**src/rtl/regfile_wb_arbiter_pkg.sv**
```systemverilog
// regfile_wb_arbiter_pkg: shared widths, slot state and register decode helper
package regfile_wb_arbiter_pkg;
    localparam int REG_ADDR_W = 5;
    localparam int XLEN = 32;
    localparam int NUM_REGS = 32;

    typedef enum logic {SLOT_EMPTY, SLOT_FULL} slot_state_e;

    function automatic logic [NUM_REGS-1:0] reg_onehot(input logic [REG_ADDR_W-1:0] addr);
        return {{(NUM_REGS-1){1'b0}}, 1'b1} << addr;
    endfunction
endpackage

```
**src/rtl/regfile_wb_arbiter_if.sv**
```systemverilog
// regfile_wb_arbiter_if: ALU/LSU writeback requests and register-file write port
interface regfile_wb_arbiter_if;
    import regfile_wb_arbiter_pkg::*;
    logic alu_valid;
    logic alu_ready;
    logic [REG_ADDR_W-1:0] alu_addr;
    logic [XLEN-1:0] alu_data;
    logic lsu_valid;
    logic lsu_ready;
    logic [REG_ADDR_W-1:0] lsu_addr;
    logic [XLEN-1:0] lsu_data;
    logic wr_enable;
    logic [REG_ADDR_W-1:0] wr_addr;
    logic [XLEN-1:0] wr_data;
    logic [NUM_REGS-1:0] pending;

    modport master(
        output alu_valid, alu_addr, alu_data, lsu_valid, lsu_addr, lsu_data,
        input alu_ready, lsu_ready, wr_enable, wr_addr, wr_data, pending
    );
    modport slave(
        input alu_valid, alu_addr, alu_data, lsu_valid, lsu_addr, lsu_data,
        output alu_ready, lsu_ready, wr_enable, wr_addr, wr_data, pending
    );
endinterface

```
**src/rtl/regfile_wb_arbiter_wb_slot.sv**
```systemverilog
// wb_slot: one-entry writeback holding slot; writes to x0 are accepted and dropped
module wb_slot
    import regfile_wb_arbiter_pkg::*;
(
    input  logic clk,
    input  logic reset_n,
    input  logic valid,
    input  logic [REG_ADDR_W-1:0] addr,
    input  logic [XLEN-1:0] data,
    input  logic grant,
    output logic ready,
    output logic load,
    output logic full,
    output logic [REG_ADDR_W-1:0] slot_addr,
    output logic [XLEN-1:0] slot_data
);
    slot_state_e state;

    assign full = state == SLOT_FULL;
    assign ready = !full || grant;
    assign load = valid && ready && addr != '0;

    always_ff @(posedge clk or negedge reset_n) begin
        if (!reset_n) begin
            state <= SLOT_EMPTY;
            slot_addr <= '0;
            slot_data <= '0;
        end else if (load) begin
            state <= SLOT_FULL;
            slot_addr <= addr;
            slot_data <= data;
        end else if (grant) begin
            state <= SLOT_EMPTY;
        end
    end
endmodule

```
**src/rtl/regfile_wb_arbiter.sv**
```systemverilog
// regfile_wb_arbiter: ALU/LSU writeback arbiter, LSU-priority or round-robin with REGFILE_ARB_RR_EN
module regfile_wb_arbiter
    import regfile_wb_arbiter_pkg::*;
(
    input logic clk,
    input logic reset_n,
    regfile_wb_arbiter_if.slave bus
);
    logic alu_full, lsu_full, alu_load, lsu_load, alu_grant, lsu_grant;
    logic alu_older, lsu_pref, same_addr;
    logic [REG_ADDR_W-1:0] alu_slot_addr, lsu_slot_addr;
    logic [XLEN-1:0] alu_slot_data, lsu_slot_data;

    wb_slot alu_slot (
        .clk(clk), .reset_n(reset_n), .valid(bus.alu_valid), .addr(bus.alu_addr),
        .data(bus.alu_data), .grant(alu_grant), .ready(bus.alu_ready), .load(alu_load),
        .full(alu_full), .slot_addr(alu_slot_addr), .slot_data(alu_slot_data)
    );

    wb_slot lsu_slot (
        .clk(clk), .reset_n(reset_n), .valid(bus.lsu_valid), .addr(bus.lsu_addr),
        .data(bus.lsu_data), .grant(lsu_grant), .ready(bus.lsu_ready), .load(lsu_load),
        .full(lsu_full), .slot_addr(lsu_slot_addr), .slot_data(lsu_slot_data)
    );

`ifdef REGFILE_ARB_RR_EN
    logic rr_lsu;
    always_ff @(posedge clk or negedge reset_n) begin
        if (!reset_n)
            rr_lsu <= 1'b1;
        else if (alu_grant || lsu_grant)
            rr_lsu <= alu_grant;
    end
    assign lsu_pref = rr_lsu;
`else
    assign lsu_pref = 1'b1;
`endif

    // Same-register writes must retire in arrival order, so age beats policy
    assign same_addr = alu_slot_addr == lsu_slot_addr;
    assign lsu_grant = lsu_full && (!alu_full || (same_addr ? !alu_older : lsu_pref));
    assign alu_grant = alu_full && !lsu_grant;

    always_ff @(posedge clk or negedge reset_n) begin
        if (!reset_n) begin
            alu_older <= 1'b0;
            bus.wr_enable <= 1'b0;
            bus.wr_addr <= '0;
            bus.wr_data <= '0;
        end else begin
            alu_older <= alu_load ? 1'b0 : (lsu_load ? 1'b1 : alu_older);
            bus.wr_enable <= alu_grant || lsu_grant;
            if (lsu_grant) begin
                bus.wr_addr <= lsu_slot_addr;
                bus.wr_data <= lsu_slot_data;
            end else if (alu_grant) begin
                bus.wr_addr <= alu_slot_addr;
                bus.wr_data <= alu_slot_data;
            end
        end
    end

    assign bus.pending = ((lsu_full ? reg_onehot(lsu_slot_addr) : '0)
                        | (alu_full ? reg_onehot(alu_slot_addr) : '0)
                        | (bus.wr_enable ? reg_onehot(bus.wr_addr) : '0))
                        & {{(NUM_REGS-1){1'b1}}, 1'b0};
endmodule

```
**src/flat_wrapper.sv**
```systemverilog
// flat-port wrapper written by rule: the top's interface ports become plain ports
module regfile_wb_arbiter_flat import regfile_wb_arbiter_pkg::*;
  (clk, reset_n, bus_alu_valid, bus_alu_addr, bus_alu_data, bus_lsu_valid, bus_lsu_addr, bus_lsu_data, bus_alu_ready, bus_lsu_ready, bus_wr_enable, bus_wr_addr, bus_wr_data, bus_pending);
  regfile_wb_arbiter_if bus_i ();
  input logic clk;
  input logic reset_n;
  input wire logic [$bits(bus_i.alu_valid)-1:0] bus_alu_valid;
  input wire logic [$bits(bus_i.alu_addr)-1:0] bus_alu_addr;
  input wire logic [$bits(bus_i.alu_data)-1:0] bus_alu_data;
  input wire logic [$bits(bus_i.lsu_valid)-1:0] bus_lsu_valid;
  input wire logic [$bits(bus_i.lsu_addr)-1:0] bus_lsu_addr;
  input wire logic [$bits(bus_i.lsu_data)-1:0] bus_lsu_data;
  output wire logic [$bits(bus_i.alu_ready)-1:0] bus_alu_ready;
  output wire logic [$bits(bus_i.lsu_ready)-1:0] bus_lsu_ready;
  output wire logic [$bits(bus_i.wr_enable)-1:0] bus_wr_enable;
  output wire logic [$bits(bus_i.wr_addr)-1:0] bus_wr_addr;
  output wire logic [$bits(bus_i.wr_data)-1:0] bus_wr_data;
  output wire logic [$bits(bus_i.pending)-1:0] bus_pending;
  assign bus_i.alu_valid = bus_alu_valid;
  assign bus_i.alu_addr = bus_alu_addr;
  assign bus_i.alu_data = bus_alu_data;
  assign bus_i.lsu_valid = bus_lsu_valid;
  assign bus_i.lsu_addr = bus_lsu_addr;
  assign bus_i.lsu_data = bus_lsu_data;
  assign bus_alu_ready = bus_i.alu_ready;
  assign bus_lsu_ready = bus_i.lsu_ready;
  assign bus_wr_enable = bus_i.wr_enable;
  assign bus_wr_addr = bus_i.wr_addr;
  assign bus_wr_data = bus_i.wr_data;
  assign bus_pending = bus_i.pending;
  regfile_wb_arbiter u_core (.clk(clk), .reset_n(reset_n), .bus(bus_i));
endmodule
```
**config.mk**
```make
export PLATFORM = sky130hd
export DESIGN_NAME = regfile_wb_arbiter_flat
export DESIGN_NICKNAME = d
export VERILOG_FILES = /design/src/rtl/regfile_wb_arbiter_pkg.sv /design/src/rtl/regfile_wb_arbiter_if.sv /design/src/rtl/regfile_wb_arbiter_wb_slot.sv /design/src/rtl/regfile_wb_arbiter.sv /design/src/flat_wrapper.sv
export SDC_FILE = /design/constraint.sdc
export NUM_CORES = 1
export LEC_CHECK = 0
export CAP_MARGIN = 0
export CORE_MARGIN = 5
export CORE_UTILIZATION = 40
export CTS_CLUSTER_SIZE = 28
export DETAILED_ROUTE_END_ITERATION = 8
export PLACE_DENSITY = 0.66
export REMOVE_ABC_BUFFERS = 1
export SLEW_MARGIN = 20
export SYNTH_ARGS = -nofsm -noshare
export SYNTH_HDL_FRONTEND = slang
export SYNTH_HIERARCHICAL = 1
export SYNTH_SLANG_ARGS = --single-unit
```
**constraint.sdc**
```tcl
create_clock -name clk -period 5.99 [get_ports clk]
set_input_delay 0.599 -clock clk [delete_from_list [all_inputs] [get_ports clk]]
set_output_delay 0.599 -clock clk [all_outputs]
set_load 0.01 [all_outputs]
```
==> key figures <==
Synth
  – Largest family of logic cells by synthesized area: compound AO/OA/AOI/OAI gates
  – Register bit total from synthesis: around 120
  – Compound-Gate Fraction of Synth Area: between 20% and 30%
  – XOR/XNOR share of the synthesized area: 0.278%
  – Dominant cells by area after synthesis: dfrtp_1 46%, mux2_2 6.6%, o31ai_2 5.9%
  – Mux cell area share after synthesis: 12.2%
  – Gate Count Post-Synth: between 500 and 600
  – Synth Area in Simple Gates: 15.9%
  – Post-synthesis cell type count: 39
  – Average cell area after synthesis: ~11 sq um
  – Area of the mapped netlist: 0.00631 sq mm
  – Seq/Total Area, Yosys: 45.6%
  – Number of synthesis warnings: 6
  – Area share of fa/ha/maj cells after synthesis: 0%
  – Share of the synthesized area in the top cell type: a little under half
  – Yosys top cell by area: dfrtp_1

Setup path
  – Max stage delay on crit path: a little under 0.8 ns
  – CP startpoint: u_core/alu_slot/full$_DFFE_PN0P_
  – CP arrival: 3.19 ns
  – Cell repeated most along the worst path: nand2_1
  – Startpoint types: flop
  – Crit end category: output pin
  – CP max-delay cell: nor3b_1
  – Worst path buffer plus inverter count: 2
  – Critical path's top delay family: buffers and inverters
  – CP required: approximately 5.4 ns
  – Crit path max fanout: 51
  – CP Cell Sequence: buf_4 > nor3b_1 > nand2_1 > nand2_1 > clkdlybuf4s50_1
  – CP Class: reg2out
  – R2r startpoint: u_core/alu_slot/slot_addr[3]$_DFFE_PN0P_

Global route
  – Vias in the first global route: ~5500
  – Total gr overflow: 0
  – Met3 usage: 5.87%
  – Routing usage on met2: between 30% and 40%
  – GRT met1 Usage: roughly 28%
  – All-Layer GR Usage: about a fifth
  – Initial antenna violation count: 1
  – Busiest layer in global routing: met2
  – Largest net degree at the start of global routing: 80
  – First-pass GRT wire length: about 30 mm

Pwr
  – Pwr dens: 447 mW/mm^2
  – Combinational fraction of design power: between 30 and 40%
  – Worst vdd ir: between 0.0002 and 0.00025 V
  – Seq pwr share: about 34%
  – Sw power: ~1.4 mW
  – Int Power: between 2 and 2.5 mW
  – Sw Ratio: a little under two fifths
  – Lkg Pwr: between 3 and 4 nW
  – Tot Pwr: between 3 and 4 mW
  – Clk pwr share: a little over a quarter

Layout
  – Post-layout util: between 50% and 60%
  – Share of cells above drive strength 1: ~17%
  – Fillers: between 1000 and 1500
  – Layout net count: 791
  – Most common library cell in the layout ignoring fill and taps: clkdlybuf4s50_1
  – Final std cells w/o fill: ~940
  – Most frequent cells in the layout: 147 x clkdlybuf4s50_1, 113 x dfrtp_1, 72 x nand2_1
  – Syn-to-layout area delta: 33.8%
  – Antenna cells: 0
  – Post-route cell area: 0.00845 sq mm

Drt
  – DRC viols: 0
  – 1st-iter DRT viols: about 530
  – Drt pass-1 iters: 5
  – Vias per inst: 5.70
  – Routed WL: about 19 mm
  – Routed length per placed instance: approximately 20 microns
  – Final ANT Viol Nets: 0
  – Vias: about 5400

Placement
  – Pre-CTS setup slack: ~2.7 ns
  – IO Port Bufs: about 150
  – Placed insts: between 900 and 1000
  – Dpl hpwl: 12.4 mm
  – GPL Wtd Cong: between 0.9 and 1
  – Placed inst area: 0.00784 sq mm

Die
  – Initial Util: about two fifths
  – Die Height: approximately 140 microns
  – Core Box Area: ~0.016 sq mm
  – Cell Rows: 46
  – Die Wd: about 140 microns
  – Die area: ~0.018 sq mm
  – Io pins: 150

STA
  – Worst Max-Slew Pin Slew: 1.07 ns
  – Max frequency: 0.264 GHz
  – Final Cycle Share: roughly 63%
  – Min cycle time layout: 3.79 ns
  – RSZ-0062 raised after global routing: no
  – Clk_skew: 0.00761 ns
  – Rel. slew slack: between 20% and 30%
  – Final Max Tran Viols: 0
  – Hold Slack: about 0.15 ns
  – Setup ws final: roughly 2.2 ns
  – Endpoints failing setup: 0
  – Final hold violations: 0
  – Setup_tns: 0 ns

CTS
  – Clock buffer depth: 2
  – H-tree depth: 4
  – Post-CTS Hold Fix Bufs: 0
  – CTS root buf: clkbuf_16
  – Worst skew pair latency: a little over 0.4 ns
  – Reg clk slew, reported paths: around 0.050 ns
  – Sink Count: between 100 and 150
  – Setup Buffers After CTS: 0
  – CTS tree: done
  – PostCTS Resize Cnt: 0
  – TritonCTS buffer count: 17

Run
  – Max-cap violations: 0

Status
  – Outcome: finished, final reports clean

Min path
  – Worst min path class: in2async
## synth_stat cells
| cell | number |
|---|---|
| conb_1 | 1 |
| nor2_1 | 12 |
| dfrtp_1 | 115 |
| buf_2 | 13 |
| o21ai_0 | 5 |
| buf_4 | 6 |
| or4_1 | 1 |
| or2_2 | 1 |
| o31ai_1 | 4 |
| a211oi_1 | 32 |
| o221ai_1 | 1 |
| nand2_1 | 73 |
| clkbuf_1 | 27 |
| nand2b_1 | 3 |
| mux2_1 | 28 |
| buf_1 | 2 |
| inv_2 | 5 |
| nor3_1 | 7 |
| a22oi_1 | 29 |
| o31ai_2 | 30 |
| nor2b_1 | 35 |
| mux2_2 | 37 |
| a31oi_1 | 32 |
| inv_1 | 5 |
| xnor2_1 | 2 |
| nor3b_1 | 11 |
| nor4_2 | 1 |
| nand3_1 | 1 |
| a22o_1 | 10 |
| and2_1 | 4 |
| nand4_1 | 32 |
| and3_1 | 7 |
| mux2i_1 | 4 |
| and3b_1 | 1 |
| or3_4 | 2 |
| o311ai_4 | 2 |
| a21boi_1 | 1 |
| buf_6 | 9 |
| a222oi_1 | 3 |
## registers in the layout, summed over array words and instances (netlist names)
signal / count
u_core/alu_older: 1
u_core/alu_slot/full: 1
u_core/alu_slot/slot_addr: 5
u_core/alu_slot/slot_data: 32
u_core/bus.wr_addr: 5
u_core/bus.wr_data: 32
u_core/bus.wr_enable: 1
u_core/lsu_slot/full: 1
u_core/lsu_slot/slot_addr: 5
u_core/lsu_slot/slot_data: 32
## worst paths after layout
check | endpoint | slack [ns] | cells past startpoint
setup / recovery | bus_pending[3] | 2.20 | 5
hold / removal | u_core/lsu_slot/slot_data[9]$_DFFE_PN0P_ | 0.15 | 1
setup reg to reg | u_core/lsu_slot/slot_data[4]$_DFFE_PN0P_ | 2.85 | 9
hold reg to reg | u_core/alu_older$_DFFE_PN0P_ | 0.50 | 2
max in group asynchronous | u_core/lsu_slot/slot_data[7]$_DFFE_PN0P_ | 4.75 | 2
min in group clk | u_core/alu_older$_DFFE_PN0P_ | 0.50 | 2
## per-layer routing
layer  wire length (microns)  vias to the layer above
met4                     209                        2
met2                    8980                      223
li1                        -                     2462
met3                    1450                       20
met5                      13                        -
met1                    8130                     2660
## cell families (layout without fill, tap and decap cells)
group	after synthesis	count (layout)
AND/OR/NAND/NOR	191	191
XOR/XNOR	2	2
AO/OA/AOI/OAI	149	149
multiplexers	69	69
other	1	1
buffers and inverters	67	199
flip-flops	115	115
## area by class of cell
| type | count | area, sq um | share of cell area, % |
|---|---|---|---|
| Timing Repair Buffer | 157 | 1550 | 18.4 |
| Clock inverter | 11 | 133 | 1.57 |
| Clock buffer | 21 | 470 | 5.57 |
| Multi-Input combinational cell | 412 | 3100 | 36.8 |
| Tap cell | 216 | 270 | 3.20 |
| Sequential cell | 115 | 2880 | 34.1 |
| Inverter | 10 | 37.5 | 0.444 |
## power groups by stage
stage / logic [mW] / registers (mW) / clock network [mW]
2_1_floorplan: 0.752 / 1.28 / 0
3_3_place_gp: 1.42 / 1.30 / 0
3_5_place_dp: 1.45 / 1.30 / 0
4_1_cts: 1.45 / 1.30 / 1.04
5_1_grt: 1.55 / 1.34 / 1.08
6_report: 1.45 / 1.30 / 1.02
Power figures use the tool's default switching activity.
